### config.mk
export PLATFORM = sky130hd
export DESIGN_NAME = layer_seq_ctrl
export DESIGN_NICKNAME = d
export VERILOG_FILES = /design/src/rtl/ctrl_pkg.sv /design/src/rtl/phase_watchdog.sv /design/src/rtl/layer_seq_ctrl.sv
export SDC_FILE = /design/constraint.sdc
export NUM_CORES = 1
export LEC_CHECK = 0
export ABC_AREA = 1
export CORE_ASPECT_RATIO = 1.5
export CORE_UTILIZATION = 35
export DETAILED_ROUTE_END_ITERATION = 6
export SLEW_MARGIN = 10
export SYNTH_ARGS = -nofsm -noshare
export SYNTH_HDL_FRONTEND = slang
export SYNTH_HIERARCHICAL = 1
export SYNTH_SLANG_ARGS = --single-unit
### constraint.sdc
create_clock -name clk -period 4.96 [get_ports clk]
set_clock_uncertainty 0.2 [all_clocks]
set_input_delay 0.744 -clock clk [delete_from_list [all_inputs] [get_ports clk]]
set_output_delay 0.744 -clock clk [all_outputs]
set_load 0.01 [all_outputs]
### src/rtl/ctrl_pkg.sv
// ctrl_pkg
// Shared types and constants for the layer sequencer (layer_seq_ctrl) and
// its phase watchdog.
//   state_t                : FSM state encoding, 3 bits, IDLE = 0
//   DEFAULT_TIMEOUT_CYCLES : default per-phase watchdog limit
//   layer_idx_width()      : width of the layer index, never below 1 bit
package ctrl_pkg;

  typedef enum logic [2:0] {
    ST_IDLE       = 3'd0,
    ST_LOAD_W     = 3'd1,
    ST_LOAD_I     = 3'd2,
    ST_COMPUTE    = 3'd3,
    ST_WRITE_BACK = 3'd4,
    ST_FINISH     = 3'd5
  } state_t;

  localparam int DEFAULT_TIMEOUT_CYCLES = 4096;

  // A single-layer build still needs a 1-bit index port.
  function automatic int layer_idx_width(input int num_layers);
    return (num_layers <= 1) ? 1 : $clog2(num_layers);
  endfunction

endpackage

### src/rtl/phase_watchdog.sv
// phase_watchdog
// Counts the cycles spent in one sequencer phase and flags the cycle on
// which the phase has lasted TIMEOUT_CYCLES cycles.
//   clk     in  : clock, rising edge
//   rst     in  : asynchronous active-low reset
//   clear   in  : restart the count (state entry)
//   enable  in  : count this cycle (a watched phase is active)
//   expired out : this cycle is the TIMEOUT_CYCLES-th cycle of the phase
module phase_watchdog #(
  parameter int TIMEOUT_CYCLES = 4096
) (
  input  logic clk,
  input  logic rst,
  input  logic clear,
  input  logic enable,
  output logic expired
);

  localparam int CNT_W = $clog2(TIMEOUT_CYCLES + 1);

  logic [CNT_W-1:0] count;

  // The count is 0 during the first cycle of a phase, so the limit is hit
  // when it reads TIMEOUT_CYCLES-1.
  always_ff @(posedge clk or negedge rst) begin
    if (!rst) begin
      count <= '0;
    end else if (clear) begin
      count <= '0;
    end else if (enable) begin
      count <= count + CNT_W'(1);
    end
  end

  assign expired = enable && (count == CNT_W'(TIMEOUT_CYCLES - 1));

endmodule

### src/rtl/layer_seq_ctrl.sv
// layer_seq_ctrl
// Top-level phase sequencer. Runs NUM_LAYERS layers; each layer loads its
// weights once, then repeats input load / compute / write-back once per
// batch. Engines are kicked with registered one-cycle *_start pulses and
// report back with *_finish pulses.
// Optional feature macro: CTRL_WATCHDOG_EN (per-phase timeout -> sticky error).
// Ports:
//   clk, rst (async active-low)
//   start, num_batches           : run request and batches per layer
//   read_weights_finish, read_inputs_finish, compute_finish,
//   write_back_finish            : engine completion pulses
//   load_weights_start, load_inputs_start, compute_start,
//   write_back_start             : engine start pulses
//   layer_idx, batch_idx         : current position in the run
//   busy, done, error            : status
module layer_seq_ctrl
  import ctrl_pkg::*;
#(
  parameter int NUM_LAYERS     = 4,
  parameter int BATCH_W        = 8,
  parameter int LAYER_W        = layer_idx_width(NUM_LAYERS),
  parameter int TIMEOUT_CYCLES = DEFAULT_TIMEOUT_CYCLES
) (
  input  logic               clk,
  input  logic               rst,
  input  logic               start,
  input  logic [BATCH_W-1:0] num_batches,
  input  logic               read_weights_finish,
  input  logic               read_inputs_finish,
  input  logic               compute_finish,
  input  logic               write_back_finish,
  output logic               load_weights_start,
  output logic               load_inputs_start,
  output logic               compute_start,
  output logic               write_back_start,
  output logic [LAYER_W-1:0] layer_idx,
  output logic [BATCH_W-1:0] batch_idx,
  output logic               busy,
  output logic               done,
  output logic               error
);

  localparam logic [LAYER_W-1:0] LAST_LAYER = LAYER_W'(NUM_LAYERS - 1);

  state_t             state_q, state_d;
  logic               first_q;
  logic [BATCH_W-1:0] limit_q, limit_d;
  logic [BATCH_W-1:0] batch_q, batch_d;
  logic [LAYER_W-1:0] layer_q, layer_d;
  logic               timeout_abort;
  logic               wd_expired;

  logic lws_d, lis_d, cs_d, wbs_d, done_d;
  logic lws_q, lis_q, cs_q, wbs_q, done_q;

`ifdef CTRL_WATCHDOG_EN
  logic in_phase;
  logic error_q;

  assign in_phase = (state_q == ST_LOAD_W) || (state_q == ST_LOAD_I) ||
                    (state_q == ST_COMPUTE) || (state_q == ST_WRITE_BACK);

  // Restarted on every state change, so each phase gets its own budget.
  phase_watchdog #(
    .TIMEOUT_CYCLES(TIMEOUT_CYCLES)
  ) u_watchdog (
    .clk    (clk),
    .rst    (rst),
    .clear  (state_d != state_q),
    .enable (in_phase),
    .expired(wd_expired)
  );

  // Sticky fault flag; only a newly accepted run clears it.
  always_ff @(posedge clk or negedge rst) begin
    if (!rst) begin
      error_q <= 1'b0;
    end else if (timeout_abort) begin
      error_q <= 1'b1;
    end else if ((state_q == ST_IDLE) && start) begin
      error_q <= 1'b0;
    end
  end

  assign error = error_q;
`else
  logic unused_wd;

  assign wd_expired = 1'b0;
  assign unused_wd  = ^{TIMEOUT_CYCLES, timeout_abort};
  assign error      = 1'b0;
`endif

  // State and run-position registers. first_q marks the first cycle spent
  // in a newly entered state.
  always_ff @(posedge clk or negedge rst) begin
    if (!rst) begin
      state_q <= ST_IDLE;
      first_q <= 1'b0;
      limit_q <= '0;
      batch_q <= '0;
      layer_q <= '0;
    end else begin
      state_q <= state_d;
      first_q <= (state_d != state_q);
      limit_q <= limit_d;
      batch_q <= batch_d;
      layer_q <= layer_d;
    end
  end

  // Next state and index updates. Finish pulses are only looked at in the
  // state waiting for them, so stray or late pulses fall through.
  always_comb begin
    state_d       = state_q;
    limit_d       = limit_q;
    batch_d       = batch_q;
    layer_d       = layer_q;
    timeout_abort = 1'b0;

    case (state_q)
      ST_IDLE: begin
        if (start) begin
          state_d = ST_LOAD_W;
          limit_d = (num_batches == '0) ? BATCH_W'(1) : num_batches;
          batch_d = '0;
          layer_d = '0;
        end
      end
      ST_LOAD_W: begin
        if (read_weights_finish) state_d = ST_LOAD_I;
      end
      ST_LOAD_I: begin
        if (read_inputs_finish) state_d = ST_COMPUTE;
      end
      ST_COMPUTE: begin
        if (compute_finish) state_d = ST_WRITE_BACK;
      end
      ST_WRITE_BACK: begin
        if (write_back_finish) begin
          if (batch_q < (limit_q - BATCH_W'(1))) begin
            batch_d = batch_q + BATCH_W'(1);
            state_d = ST_LOAD_I;
          end else if (layer_q < LAST_LAYER) begin
            layer_d = layer_q + LAYER_W'(1);
            batch_d = '0;
            state_d = ST_LOAD_W;
          end else begin
            state_d = ST_FINISH;
          end
        end
      end
      ST_FINISH: begin
        state_d = ST_IDLE;
      end
      default: begin
        state_d = ST_IDLE;
      end
    endcase

    // A finish on the expiry cycle has already moved state_d on, so it wins.
    if (wd_expired && (state_d == state_q)) begin
      state_d       = ST_IDLE;
      timeout_abort = 1'b1;
    end
  end

  // Pulse requests: an engine start fires from the first cycle of its
  // state, and registering it keeps inputs off the output paths.
  always_comb begin
    lws_d  = first_q && (state_q == ST_LOAD_W);
    lis_d  = first_q && (state_q == ST_LOAD_I);
    cs_d   = first_q && (state_q == ST_COMPUTE);
    wbs_d  = first_q && (state_q == ST_WRITE_BACK);
    done_d = (state_q == ST_FINISH);
  end

  always_ff @(posedge clk or negedge rst) begin
    if (!rst) begin
      lws_q  <= 1'b0;
      lis_q  <= 1'b0;
      cs_q   <= 1'b0;
      wbs_q  <= 1'b0;
      done_q <= 1'b0;
    end else begin
      lws_q  <= lws_d;
      lis_q  <= lis_d;
      cs_q   <= cs_d;
      wbs_q  <= wbs_d;
      done_q <= done_d;
    end
  end

  assign load_weights_start = lws_q;
  assign load_inputs_start  = lis_q;
  assign compute_start      = cs_q;
  assign write_back_start   = wbs_q;
  assign done               = done_q;
  assign busy               = (state_q != ST_IDLE);
  assign layer_idx          = layer_q;
  assign batch_idx          = batch_q;

endmodule

* After elaboration in Yosys (flattened, before gate mapping)
Cells that the tools add are included.
** Operators by class
- Div/mod/pow operators :: 0
- Equality and inequality tests :: 11
- Shift operators :: 0
- Reduce and logical (&&, ||, !) cells :: 11
- $lt $le $gt $ge :: 2
- Bitwise gates (word level) :: 0
- Add/subtract/negate cells :: 3
- Muxes and demuxes :: 19
- Multiply operators :: 0
** Operators with widths (count)
- $mux W8 :: 5
- $mux W3 :: 7
- $pmux W8 S2 :: 1
- $pmux W3 S5 :: 1
- $add A8 B1 Y8 const B :: 1
- $logic_not A8 Y1 :: 1
- $lt A8 B8 Y1 :: 1
- $mux W2 :: 4
- $ne A2 B2 Y1 const B :: 4
- $sub A8 B1 Y8 const B :: 1
- $eq A3 B2 Y1 const B :: 2
- $eq A3 B3 Y1 const B :: 2
- $reduce_and A5 Y1 :: 1
- $logic_and A1 B1 Y1 :: 4
- $pmux W2 S2 :: 1
- $reduce_and A4 Y1 :: 1
- $eq A3 B1 Y1 const B :: 1
- $logic_not A3 Y1 :: 1
- $ne A3 B3 Y1 :: 1
- $ne A3 B3 Y1 const B :: 1
- $reduce_bool A3 Y1 :: 1
- $add A2 B1 Y2 const B :: 1
- $lt A2 B2 Y1 const B :: 1
- $reduce_and A2 Y1 :: 1
- $reduce_bool A2 Y1 :: 1
** Storage, ports and cells
- Memories :: 0
- Bits in writable memories :: 0
- ROM bits :: 0
- Bits in registers :: 27
- Output and inout port bits :: 17
- Latch bits :: 0

* Longest topological paths before layout
- Depth after elaboration :: 6
- Mapped depth :: 15

* Least setup slack after synthesis
OpenSTA, ideal clock, no wires.
- Path kind :: flip-flop to flip-flop
- Start point :: register limit_q[2]
- End point :: register batch_q[0], in the netlist batch_idx[0]
- Arrival :: 2.201 ns
- Required time :: 4.640 ns
- Stages on the path, launching flop included :: 14
- Setup slack :: 2.439 ns
- Setup time :: 0.120 ns
- Path buffers :: 0
- Path through :: dfrtp_1 -> nor2_1 -> nand2_1 -> or3_1 -> nor3_2 -> xnor2_1 -> ha_1 -> a21oi_1 -> o21a_1 -> nand2_8 -> nand2_2 -> nand2_4 -> o21ai_0 -> inv_1
** Between the ends
- Word-level cells in the longest chain between the ends :: 5
** Ends and longest elaborated chain
- from (decl) :: RTL line layer_seq_ctrl.sv:47 : logic [BATCH_W-1:0] limit_q, limit_d;
- from (signal assigned) :: RTL line layer_seq_ctrl.sv:106 : limit_q <= limit_d;
- $sub A8 B1 Y8 * :: RTL line layer_seq_ctrl.sv:141 : if (batch_q < (limit_q - BATCH_W'(1))) begin
- $lt A8 B8 Y1 * :: RTL line layer_seq_ctrl.sv:141
- $mux W8 :: RTL line layer_seq_ctrl.sv:141
- $mux W8 :: RTL line layer_seq_ctrl.sv:140 : if (write_back_finish) begin
- $pmux W8 S2 :: RTL line layer_seq_ctrl.sv:121 : case (state_q)
- to (signal assigned) :: RTL line layer_seq_ctrl.sv:107 : batch_q <= batch_d;
- to (decl) :: RTL line layer_seq_ctrl.sv:48 : logic [BATCH_W-1:0] batch_q, batch_d;
Mark *: on every way between the ends. The rest lies on a longest branch, timed or not. The select of a mux whose other input is x is not followed.
A chain may end at the register's enable or synchronous reset.

* Worst setup path in the final report
Ends and elaborated chain as after synthesis.

==> flow_summary.json <==
{
  "final_common_cell": "nand2_1",
  "final_cell_mix": "nand2_1 (34), clkdlybuf4s50_1 (30), inv_1 (29)",
  "intPower_uw": 520,
  "worstPathRequired_ns": 4.93,
  "nets": 255,
  "yosys.area_share.adder_pct": 7.40,
  "placed_area_um2": 2060,
  "hold_path.class": "reg -> reg",
  "leakage_nw": 1.00,
  "holdPathEnd": "layer_idx[0]$_DFFE_PN0P_",
  "period_share_pct": 54.1,
  "synth_compound_area_share_pct": 9.25,
  "cellPowerDensity_nw_per_um2": 419,
  "ir_drop_mv": 0.175,
  "cp-end-kind": "flip-flop",
  "clock_path_buffers": 2,
  "power.switching_uw": 360,
  "diodes": 0,
  "drv_slew": 0,
  "ys_ff_latch": 27,
  "outcome": "finished clean",
  "syn_nets": 222,
  "fmax_mhz": 373,
  "io_buffers": 30,
  "clk_pin_slew_worst_paths_ns": 0.09,
  "gr-total-overflow": 0,
  "pwr-share-seq_pct": 38.1,
  "core_um2": 4580,
  "yosys.area_share.xor_xnor_pct": 6.21,
  "cts_root_buf": "clkbuf_8",
  "fin_tns_setup_ns": 0,
  "worst_slew_pin_slew_ns": 0.497,
  "crit_fanout": 9,
  "r2r-end": "batch_idx[0]$_DFFE_PN0P_",
  "synth-seq-area-share_pct": 39.9,
  "hold_buffers": 0,
  "dr_total_vias": 1316,
  "path_class": "reg -> reg",
  "hold_viol_final": 0,
  "grt_pass1_vias": 1291,
  "detail_route.iter0.violations": 32,
  "setup_violations": 0,
  "synth_warnings": 6,
  "arrival_ns": 2.65,
  "area_growth_pct": 24.2,
  "pwr-share-clk_pct": 14.4,
  "wl_per_cell_um": 11.2,
  "gp_congestion": 0.834,
  "die_x_um": 58.8,
  "post-cts-setup-buffers": 0,
  "synth.area.top_cells": "dfrtp_1 (40%), nand2_1 (7.5%), ha_1 (7.4%)",
  "synth-simple-area-share_pct": 26.2,
  "grt_max_degree": 28,
  "reg2regPathDepth": 13,
  "synth_top_family_by_area": "simple AND/OR/NAND/NOR gates",
  "vias_per_cell": 4.49,
  "drc": 0,
  "syn_inst": 197,
  "die_h_um": 87.1,
  "syn_area_per_cell_um2": 8.59,
  "muxShareOfSynthArea_pct": 2.00,
  "worstSkewPairLatency_ns": 0.27,
  "start_util_pct": 36.9,
  "syn-cell-area_um2": 1690,
  "ant_nets": 0,
  "rsz0062_at_grt": "no",
  "cts_resized": 0,
  "antenna_found_initial": 0,
  "ys_types": 32,
  "ctsHtreeMaxLevel": 1,
  "ioPinCount": 32,
  "combPwrFrac_pct": 47.5,
  "layout-drive-gt1-share_pct": 15.3,
  "die-area_um2": 5120,
  "rrSetupSlack_ns": 2.28,
  "track_usage_pct": 14.6,
  "cts.sinks": 27,
  "hp-start": "layer_idx[0]$_DFFE_PN0P_",
  "hpwl_um": 2610,
  "relSlewSlack_pct": 66.8,
  "yosysTopAreaCellShare_pct": 39.9,
  "startpoint_type": "flip-flop",
  "swShare_pct": 41.0,
  "first_pass_iters": 4,
  "rows": 30,
  "power_uw": 880,
  "finalWirelength_um": 3280,
  "drv_cap": 0,
  "cts_tree": "built",
  "rr_startpoint": "limit_q[2]$_DFFE_PN0P_",
  "grt_first_pass_wirelength_um": 5690,
  "fin_area_um2": 2100,
  "holdPathStages": 1,
  "synth_top_area_cell": "dfrtp_1",
  "finalCriticalPeriod_ns": 2.68,
  "numCtsBuffers": 3
}
cell type report:
type | instances | area (um2)
flip-flops and latches | 27 | 676
repair buffers | 31 | 308
inverters | 32 | 125
multi-input cells | 135 | 867
clock buffers | 4 | 45.0
fillers | 480 | 2480
well taps | 64 | 80.1
kinds of logic (layout without fill, tap and decap cells):
group,count (synthesis),in the layout
fa+ha+maj,10,10
other cells,1,1
buf+inv,35,67
flops,27,27
compound gates,24,24
xor+xnor,12,12
simple gates,85,85
mux,3,3
critical path, stage by stage (launching register included):
cell     delay (ns)
dfrtp_1        0.42
nor2_1         0.10
nand2_1        0.08
or3_1          0.35
nor3_2         0.14
xnor2_1        0.14
ha_1           0.26
a21oi_1        0.13
o21a_1         0.27
nand2_8        0.10
nand2_2        0.09
nand2_4        0.08
o21ai_0        0.15
inv_1          0.06
synthesized netlist by cell type (all sizes together):
library cell / count
a21oi: 6
buf: 3
conb: 1
dfrtp: 27
ha: 10
inv: 32
mux2: 3
nand2: 45
nand3: 9
nand4: 3
nor2: 14
nor3: 12
nor4: 1
o21a: 1
o21ai: 16
o221ai: 1
or3: 1
xnor2: 3
xor2: 9
worst max path at each step:
| stage | start | end | slack (ns) | depth (start not counted) |
|---|---|---|---|---|
| 2_1_floorplan | limit_q[2]$_DFFE_PN0P_ | batch_idx[0]$_DFFE_PN0P_ | 2.44 | 13 |
| 3_3_place_gp | limit_q[2]$_DFFE_PN0P_ | batch_idx[0]$_DFFE_PN0P_ | 2.35 | 13 |
| 3_5_place_dp | limit_q[2]$_DFFE_PN0P_ | batch_idx[0]$_DFFE_PN0P_ | 2.28 | 13 |
| 4_1_cts | limit_q[2]$_DFFE_PN0P_ | batch_idx[0]$_DFFE_PN0P_ | 2.27 | 13 |
| 5_1_grt | limit_q[2]$_DFFE_PN0P_ | batch_idx[0]$_DFFE_PN0P_ | 2.02 | 13 |
| 6_report | limit_q[2]$_DFFE_PN0P_ | batch_idx[0]$_DFFE_PN0P_ | 2.28 | 13 |
sequential cells by signal (all words and copies together) (netlist names):
signal and count:
write_back_start 1, layer_idx 2, load_inputs_start 1, compute_start 1, done 1, batch_idx 8
load_weights_start 1, state_q 3, limit_q 8, first_q 1
power by group through the flow:
stage / logic (mW) / registers [mW] / clock network (mW)
finish: 0.418 / 0.335 / 0.127
global route: 0.478 / 0.344 / 0.142
CTS: 0.425 / 0.336 / 0.132
detailed placement: 0.423 / 0.340 / 0
global placement: 0.418 / 0.339 / 0
floorplan: 0.304 / 0.337 / 0
per-stage QoR:
step	utilization, %	hold slack (ns)	cells	setup slack [ns]
3_3_place_gp	44.9	0.296	289	2.35
4_1_cts	45.9	0.329	293	2.27
2_1_floorplan	-	0.248	197	2.44
3_5_place_dp	44.9	0.305	289	2.28
6_report	45.9	0.316	293	2.28
5_1_grt	45.9	0.348	293	2.02
routing by layer:
layer	share of wire (%)	vias to the layer above	wire, um	GRT usage (%)
li1	-	692	-	-
met1	42	606	1360	16.7
met2	56	16	1830	27.0
met3	1.6	2	51	1.34
met4	1.2	0	40	5.84
met5	0	-	0	0
No activity file was read; power rests on OpenSTA's default activity.
